===== src/rtl/mlaccel_qpi_pkg.sv =====
// Definitions shared by the QPI host engine and the accelerator-side receiver:
// command opcodes and the host sequencing states.
package mlaccel_qpi_pkg;

  localparam logic [7:0] cmd_status = 8'h20;
  localparam logic [7:0] cmd_wreg   = 8'h21;
  localparam logic [7:0] cmd_rreg   = 8'h22;
  localparam logic [7:0] cmd_wmem   = 8'h23;
  localparam logic [7:0] cmd_rmem   = 8'h24;
  localparam logic [7:0] cmd_start  = 8'h25;
  localparam logic [7:0] cmd_stop   = 8'h26;

  typedef enum logic [2:0] {
    ST_GAP  = 3'd0,
    ST_IDLE = 3'd1,
    ST_LO   = 3'd2,
    ST_HI   = 3'd3,
    ST_WAIT = 3'd4,
    ST_TURN = 3'd5,
    ST_HOLD = 3'd6
  } host_state_t;

endpackage


===== src/rtl/mlaccel_qpi_host.sv =====
// QPI initiator: one byte per 2*HALF clocks (high nibble on the rising qpi_clk edge); read data returns
// 2*HALF after accept (3*HALF after a write->read turnaround); cmd_ready is high only in IDLE/WAIT.
module mlaccel_qpi_host
  import mlaccel_qpi_pkg::*;
#(
  parameter int HALF = 4,
  parameter int GAP  = 8
) (
  input  logic       clock,
  input  logic       resetn,
  input  logic       cmd_valid,
  output logic       cmd_ready,
  input  logic       cmd_read,
  input  logic       cmd_last,
  input  logic [7:0] cmd_data,
  output logic       rsp_valid,
  output logic [7:0] rsp_data,
  output logic       busy,
  output logic       qpi_csb,
  output logic       qpi_clk,
  output logic [3:0] qpi_io_do,
  output logic [3:0] qpi_io_oe,
  input  logic [3:0] qpi_io_di
);

  localparam int MAXD = (HALF > GAP) ? HALF : GAP;
  localparam int DW   = $clog2(MAXD) + 1;
  localparam logic [DW-1:0] HALF_C = DW'(HALF);
  localparam logic [DW-1:0] GAP_C  = DW'(GAP);
  localparam logic [DW-1:0] ONE_C  = DW'(1);

  host_state_t   r_state;
  host_state_t   w_nxt;
  logic [DW-1:0] r_div;

  logic       r_rd;
  logic       r_last;
  logic [7:0] r_data;
  logic [3:0] r_rd_hi;

  logic       r_csb;
  logic       r_clk;
  logic [3:0] r_oe;
  logic [3:0] r_do;
  logic       r_rsp_vld;
  logic [7:0] r_rsp_dat;

  logic       w_acc;
  logic       w_exp;
  logic       w_rd_n;
  logic [7:0] w_data_n;
  logic       w_csb_n;
  logic       w_clk_n;
  logic [3:0] w_oe_n;
  logic [3:0] w_do_n;

  assign cmd_ready = (r_state == ST_IDLE) || (r_state == ST_WAIT);
  assign busy      = (r_state != ST_IDLE);
  assign w_acc     = cmd_valid && cmd_ready;
  assign w_exp     = (r_div == ONE_C);
  assign w_rd_n    = w_acc ? cmd_read : r_rd;
  assign w_data_n  = w_acc ? cmd_data : r_data;

  assign qpi_csb   = r_csb;
  assign qpi_clk   = r_clk;
  assign qpi_io_oe = r_oe;
  assign qpi_io_do = r_do;
  assign rsp_valid = r_rsp_vld;
  assign rsp_data  = r_rsp_dat;

  // Every timed state lasts exactly dur() cycles; the counter is reloaded on each state change.
  function automatic logic [DW-1:0] dur(input host_state_t s);
    logic [DW-1:0] d;
    case (s)
      ST_GAP:                         d = GAP_C;
      ST_LO, ST_HI, ST_TURN, ST_HOLD: d = HALF_C;
      default:                        d = '0;
    endcase
    return d;
  endfunction

  always_ff @(posedge clock or negedge resetn) begin
    if (!resetn) begin
      r_state <= ST_GAP;
      r_div   <= GAP_C;
    end else begin
      r_state <= w_nxt;
      if (w_nxt != r_state) begin
        r_div <= dur(w_nxt);
      end else if (r_div != '0) begin
        r_div <= r_div - ONE_C;
      end
    end
  end

  always_comb begin
    w_nxt = r_state;
    case (r_state)
      ST_GAP:  if (w_exp) w_nxt = ST_IDLE;
      ST_IDLE: if (cmd_valid) w_nxt = ST_LO;
      // A read following a write needs a released-bus half-period first.
      ST_WAIT: if (cmd_valid) w_nxt = (cmd_read && !r_rd) ? ST_TURN : ST_LO;
      ST_TURN: if (w_exp) w_nxt = ST_LO;
      ST_LO:   if (w_exp) w_nxt = ST_HI;
      ST_HI:   if (w_exp) w_nxt = r_last ? ST_HOLD : ST_WAIT;
      ST_HOLD: if (w_exp) w_nxt = ST_GAP;
      default: w_nxt = ST_GAP;
    endcase
  end

  // Pin values are derived from the next state so they can be registered without a cycle of lag.
  always_comb begin
    w_csb_n = 1'b1;
    w_clk_n = 1'b0;
    w_oe_n  = 4'h0;
    w_do_n  = 4'h0;
    case (w_nxt)
      ST_LO: begin
        w_csb_n = 1'b0;
        if (!w_rd_n) begin
          w_oe_n = 4'hF;
          w_do_n = w_data_n[7:4];
        end
      end
      ST_HI: begin
        w_csb_n = 1'b0;
        w_clk_n = 1'b1;
        if (!w_rd_n) begin
          w_oe_n = 4'hF;
          w_do_n = w_data_n[3:0];
        end
      end
      ST_WAIT, ST_TURN, ST_HOLD: w_csb_n = 1'b0;
      default: w_csb_n = 1'b1;
    endcase
  end

  always_ff @(posedge clock or negedge resetn) begin
    if (!resetn) begin
      r_csb     <= 1'b1;
      r_clk     <= 1'b0;
      r_oe      <= 4'h0;
      r_do      <= 4'h0;
      r_rd      <= 1'b0;
      r_last    <= 1'b0;
      r_data    <= 8'h00;
      r_rd_hi   <= 4'h0;
      r_rsp_vld <= 1'b0;
      r_rsp_dat <= 8'h00;
    end else begin
      r_csb     <= w_csb_n;
      r_clk     <= w_clk_n;
      r_oe      <= w_oe_n;
      r_do      <= w_do_n;
      r_rsp_vld <= 1'b0;
      if (w_acc) begin
        r_rd   <= cmd_read;
        r_last <= cmd_last;
        r_data <= cmd_data;
      end
      // Sample at the end of each half-period, just before the edge that ends it.
      if (r_rd && w_exp && (r_state == ST_LO)) begin
        r_rd_hi <= qpi_io_di;
      end
      if (r_rd && w_exp && (r_state == ST_HI)) begin
        r_rsp_dat <= {r_rd_hi, qpi_io_di};
        r_rsp_vld <= 1'b1;
      end
    end
  end

endmodule


===== config.mk =====
export PLATFORM = sky130hd
export DESIGN_NAME = mlaccel_qpi_host
export DESIGN_NICKNAME = d
export VERILOG_FILES = /design/src/rtl/mlaccel_qpi_pkg.sv /design/src/rtl/mlaccel_qpi_host.sv
export SDC_FILE = /design/constraint.sdc
export NUM_CORES = 1
export LEC_CHECK = 0
export ABC_CLOCK_PERIOD_IN_PS = 2900
export BUFFER_PORTS_ARGS = -buffer_cell sky130_fd_sc_hd__buf_2
export CAP_MARGIN = 20
export CORE_MARGIN = 8
export CORE_UTILIZATION = 40
export CTS_BUF_LIST = sky130_fd_sc_hd__clkbuf_2 sky130_fd_sc_hd__clkbuf_4 sky130_fd_sc_hd__clkbuf_8
export DETAILED_ROUTE_END_ITERATION = 7
export HOLD_SLACK_MARGIN = 0.15
export MAX_ROUTING_LAYER = met4
export PLACE_DENSITY_LB_ADDON = 0.2
export SLEW_MARGIN = 20
export SYNTH_ARGS = -nofsm -noshare
export SYNTH_HDL_FRONTEND = slang
export SYNTH_SLANG_ARGS = --single-unit

===== constraint.sdc =====
create_clock -name clock -period 2.9 [get_ports clock]
set_input_delay 0.145 -clock clock [delete_from_list [all_inputs] [get_ports clock]]
set_output_delay 0.145 -clock clock [all_outputs]
set_load 0.05 [all_outputs]

Word level (Yosys, flattened, before mapping)
Cells that the tools add are included.
{"block": "classes", "add_sub_neg": 1, "n_eq_ne": 14, "mux": 23, "n_reduce_logical": 14}
{"op": "$mux W3", "count": 8}
{"op": "$mux W4", "count": 6}
{"op": "$pmux W3 S7", "count": 1}
{"op": "$eq A3 B3 Y1 const B", "count": 6}
{"op": "$pmux W4 S2", "count": 2}
{"op": "$eq A3 B2 Y1 const B", "count": 4}
{"op": "$mux W8", "count": 1}
{"op": "$logic_not A3 Y1", "count": 2}
{"op": "$logic_and A1 B1 Y1", "count": 5}
{"op": "$reduce_or A5 Y1", "count": 1}
{"op": "$eq A4 B1 Y1 const B", "count": 1}
{"op": "$mux W1", "count": 4}
{"op": "$reduce_bool A4 Y1", "count": 1}
{"op": "$reduce_or A4 Y1", "count": 1}
{"op": "$sub A4 B1 Y4 const B", "count": 1}
{"op": "$eq A3 B1 Y1 const B", "count": 1}
{"op": "$ne A3 B1 Y1 const B", "count": 1}
{"op": "$ne A3 B3 Y1", "count": 1}
{"op": "$mux W2", "count": 1}
{"op": "$reduce_bool A2 Y1", "count": 1}
{"op": "$reduce_or A2 Y1", "count": 1}
{"op": "$logic_not A1 Y1", "count": 1}
{"op": "$logic_or A1 B1 Y1", "count": 1}
{"block": "word_totals", "reg_bits": 40, "input_bits": 17, "output_inout_bits": 21, "word_cells": 64}

Longest topological paths before layout
{"block": "depth", "ltp_word": 9, "mapped_depth": 8, "mapped_depth_nobuf": 8}

Least setup slack after synthesis
Ideal clock, no wire load.
{"block": "synth_timing", "path_type": "flip-flop to flip-flop", "start": "reg r_div[1]", "end": "reg r_div[2]", "setup_ns": 0.125, "t_arrival_ns": 1.753, "required_time_ns": 2.775, "path_slack_ns": 1.022, "path_stages_with_launch": 8, "path_buffers": 0, "synth_period_minus_slack_ns": 1.878, "cell_sequence": "dfrtp_1 -> inv_1 -> ha_1 -> or3b_4 -> and3_1 -> nor4_4 -> o21bai_1 -> mux2_2"}
{"block": "synth_via", "elab_chain_len": 7, "elab_cells_between_ends": 20, "classes_between": "add/sub (1); eq/ne (6); mux (9); reduce/logical (4)"}
{"element": "start: declaration", "line_no": "mlaccel_qpi_host.sv:34", "source": "logic [DW-1:0] r_div;"}
{"element": "start signal: assignment", "line_no": "mlaccel_qpi_host.sv:89", "source": "r_div <= dur(w_nxt);"}
{"element": "start signal: assignment", "line_no": "mlaccel_qpi_host.sv:91", "source": "r_div <= r_div - ONE_C;"}
{"element": "$eq A4 B1 Y1", "line_no": "mlaccel_qpi_host.sv:60", "source": "assign w_exp = (r_div == ONE_C);"}
{"element": "$mux W3 (on tied branches)"}
{"element": "$pmux W3 S7", "line_no": "mlaccel_qpi_host.sv:98", "source": "case (r_state)"}
{"element": "$eq A3 B2 Y1 or $eq A3 B3 Y1 (tied branches)", "line_no": "mlaccel_qpi_host.sv:74", "source": "case (s)"}
{"element": "$reduce_or A4 Y1", "line_no": "mlaccel_qpi_host.sv:74"}
{"element": "$pmux W4 S2", "line_no": "mlaccel_qpi_host.sv:74"}
{"element": "$mux W4", "line_no": "mlaccel_qpi_host.sv:88", "source": "if (w_nxt != r_state) begin"}
Parallel ways exist; a longest one is shown, timed or not. The select of a mux whose other input is x is not followed.
A chain may end at the register's enable or synchronous reset.

Final worst setup path
Ends and elaborated chain as after synthesis.

==> summary.txt <==
Die
  • Die Y-Extent: just over 80 um
  • Die area: 0.00666 mm^2
  • IO Pins: 38
  • Cell row count: 24
  • Core ar.: ~0.0042 mm^2
  • Die width: 81.6 um
  • Initial Util: 0.406

Placed design
  • Placed cell areas: ~0.0019 mm^2
  • DP Cell Count: 241
  • IO Port Bufs: 37
  • Pre-CTS setup slack: 786 ps
  • Detailed Place HPWL: 2670 um
  • Global placement routability congestion: 0.910

Final layout
  • Final core utilization: 0.522
  • Finished layout cell area: 0.00221 mm^2
  • Layout area overhead: 28.5%
  • Final cell count without fillers: 264
  • Nets: 231
  • Layout cell share with drive strength beyond 1: 0.335
  • Inserted Diodes: 0

Synthesis
  • Register area share after synthesis: 0.540
  • Synth Register Bits: 37
  • Post-synth cell types: 39
  • Ys Warns: 0
  • Count leader, synth: dfrtp_1
  • Mapped Nets: 178
  • Most used DFF post-synth: dfrtp_1
  • Post-Syn Area: 0.00172 mm^2
  • Fraction of registers with async set/reset: 1.00
  • Number of synthesized flops with an enable pin: 0
  • Top post-synthesis cells by area: dfrtp_1 (51%), mux2_2 (9.8%), nand2_1 (6.1%), dfstp_2 (3.1%), nand2b_1 (2.9%)
  • Cells after Synth: between 150 and 200
  • Synthesized area per cell: ~11 um^2
  • Synth top cells by count: dfrtp_1 (35), nand2_1 (28), mux2_2 (15)
  • Yosys top cell area share: 0.509
  • Cell taking the most area after synthesis: dfrtp_1

Status
  • Outcome: complete, no violations

Pwr
  • Power per standard cell area: 1160 mW/mm^2
  • Worst VDD drop: 563 uV
  • Sequential share of power: 0.353
  • Comb pwr share: 0.467
  • Pint: 1440 uW
  • Leakage: 0.00104 uW
  • Clock network fraction of total power: 0.179
  • Switching power total: between 1000 and 1500 uW
  • Net Sw Frac: 0.440

GRT
  • Pin count of the biggest net entering global routing: 38
  • Vias in the first global route: 1348
  • Gr busiest metal: met2
  • GRT met1 Usage: 0.155
  • Total congestion overflow: 0
  • Global routing usage on met3: 0.0394
  • Global-route wire length before repair: 6420 um
  • Routing usage on met2: 0.196
  • GRT Total Usage: 0.128
  • Initial antenna violation count: 0

STA
  • Slew HR: 0.470
  • Worst Skew: 6.75 ps
  • Worst Tran Pin Value: around 800 ps
  • Tmin final: 2150 ps
  • Unrepaired setup endpoints after global routing: false
  • Fin Setup TNS: 0 ps
  • Final setup viols: 0
  • Hold Vio Cnt, Final: 0
  • Fmax achieved: roughly 460 MHz
  • Final period util: 0.742
  • Max Slew Vio Count: 0
  • Setup WS post-layout: 748 ps

Critical path
  • Worst Path Required: 3070 ps
  • Crit-path cells: inv_1 -> ha_1 -> nor3b_2 -> nor4b_2 -> nor4_4 -> o21bai_1 -> mux2_2
  • Critical Path Start Type: flip-flop
  • Crit Path Class: flip-flop to flip-flop
  • Worst path max stage delay: 480 ps
  • CP max FO: 7
  • Worst setup EP type: flip-flop
  • Slowest cell on crit path: nor4_4
  • Arrival time worst endpoint: 2320 ps

Route
  • Avg WL per Cell: 13.9 um
  • Vias per cell: 4.91
  • Total Wirelength: 3670 um
  • Total number of vias: 1296
  • Post-DRT Antenna Nets: 0
  • Pre-antenna DRT Iters: 4
  • Iter 0 DRT Violations: 84
  • Drc violations: 0

Clock network
  • Worst skew pair latency: 290 ps
  • CTS Buffer Depth: 2
  • CTS Buf Count: 5
  • H-tree depth: 2
  • Clock sinks: 37
  • TritonCTS clock tree: yes
  • CTS root buf: clkbuf_8
  • CTS resizes: 0
  • Clock transition at path regs: 70 ps

Job
  • Max-Cap Viols: 0

Min path
  • Hold Crit Class: primary input to flip-flop
==> power by group through the flow <==
| stage | sequential [uW] | combinational, uW | clock (uW) |
|---|---|---|---|
| floorplan | 1180 | 680 | 0 |
| global placement | 899 | 1190 | 0 |
| detailed placement | 912 | 1200 | 0 |
| CTS | 905 | 1220 | 477 |
| global route | 938 | 1310 | 501 |
| finish | 907 | 1200 | 460 |
==> path summary, 6_finish.rpt <==
| check | startpoint | to | slack (ps) | cells after the start |
|---|---|---|---|---|
| setup / recovery | r_div[1]$_DFFE_PN0P_ | r_div[2]$_DFFE_PN0P_ | 750 | 7 |
| max in group asynchronous | resetn | rsp_data[2]$_DFFE_PN0P_ | 1920 | 2 |
| hold / removal | cmd_valid | qpi_csb$_DFF_PN1_ | 430 | 4 |
| hold reg to reg | r_rd_hi[3]$_DFFE_PN0P_ | rsp_data[7]$_DFFE_PN0P_ | 470 | 2 |
| setup reg to reg | r_div[1]$_DFFE_PN0P_ | r_div[2]$_DFFE_PN0P_ | 750 | 7 |
| min in group asynchronous | resetn | r_data[0]$_DFF_PN0_ | 480 | 2 |
==> cell usage in the layout (no fill, tap or decap), types with 3 or more instances in the layout <==
master         Yosys  final
nand2b_1           8      8
ha_1               3      3
dfrtp_1           35     35
inv_1              6      6
mux2_2            15     15
buf_2              3     37
nor2_1             6      6
nand2_1           28     28
nor2b_1            6      6
dlygate4sd3_1      0     15
clkbuf_8           0      6
nand3_1            4      4
a21oi_1            6      6
==> critical path, delay by kind of cell (launching register included) <==
kind | cells | cell delay (ps)
adders and majority gates | 1 | 160
DFF | 1 | 400
AOI/OAI and AO/OA | 1 | 90
and+or+nand+nor | 3 | 1020
buffers and inverters | 1 | 100
muxes | 1 | 270
==> sequential cells by signal (all words and copies together), names as in the netlist <==
| name | count |
|---|---|
| qpi_clk | 1 |
| qpi_csb | 1 |
| qpi_io_do | 4 |
| qpi_io_oe | 1 |
| r_data | 8 |
| r_div | 4 |
| r_last | 1 |
| r_rd | 1 |
| r_rd_hi | 4 |
| r_state | 3 |
| rsp_data | 8 |
| rsp_valid | 1 |
==> through the flow <==
stage / power, uW / hold slack [ps]
after detailed placement: 2110 / 287
after CTS: 2600 / 415
final: 2570 / 429
after floorplan: 1860 / -151
after global placement: 2090 / 267
after global routing: 2750 / 450
==> timing repair <==
action	in CTS	in global routing
hold buffers	15	0
hold endpoints to repair	53	0
setup buffers	0	0
==> logic make-up after synthesis <==
group,share of synthesized area
AO/OA/AOI/OAI,0.0829
XOR/XNOR,0.0102
adder cells (fa/ha/maj),0.0218
buffers and inverters,0.0436
flip-flops,0.540
multiplexers,0.0982
AND/OR/NAND/NOR,0.204
==> layer usage <==
metal	vias to the layer above	routed length, um
met5	-	0
met4	0	45
met3	5	178
met2	41	1790
met1	613	1650
li1	637	-
==> layout make-up <==
| class | instances | area (um^2) |
|---|---|---|
| clock buffer | 6 | 82.6 |
| clock inverter | 2 | 37.5 |
| fill | 387 | 2020 |
| inverter | 8 | 30.0 |
| multi-input combinational | 105 | 717 |
| sequential | 37 | 928 |
| tap | 52 | 65.1 |
| timing repair buffer | 54 | 350 |
Power figures use the tool's default switching activity.
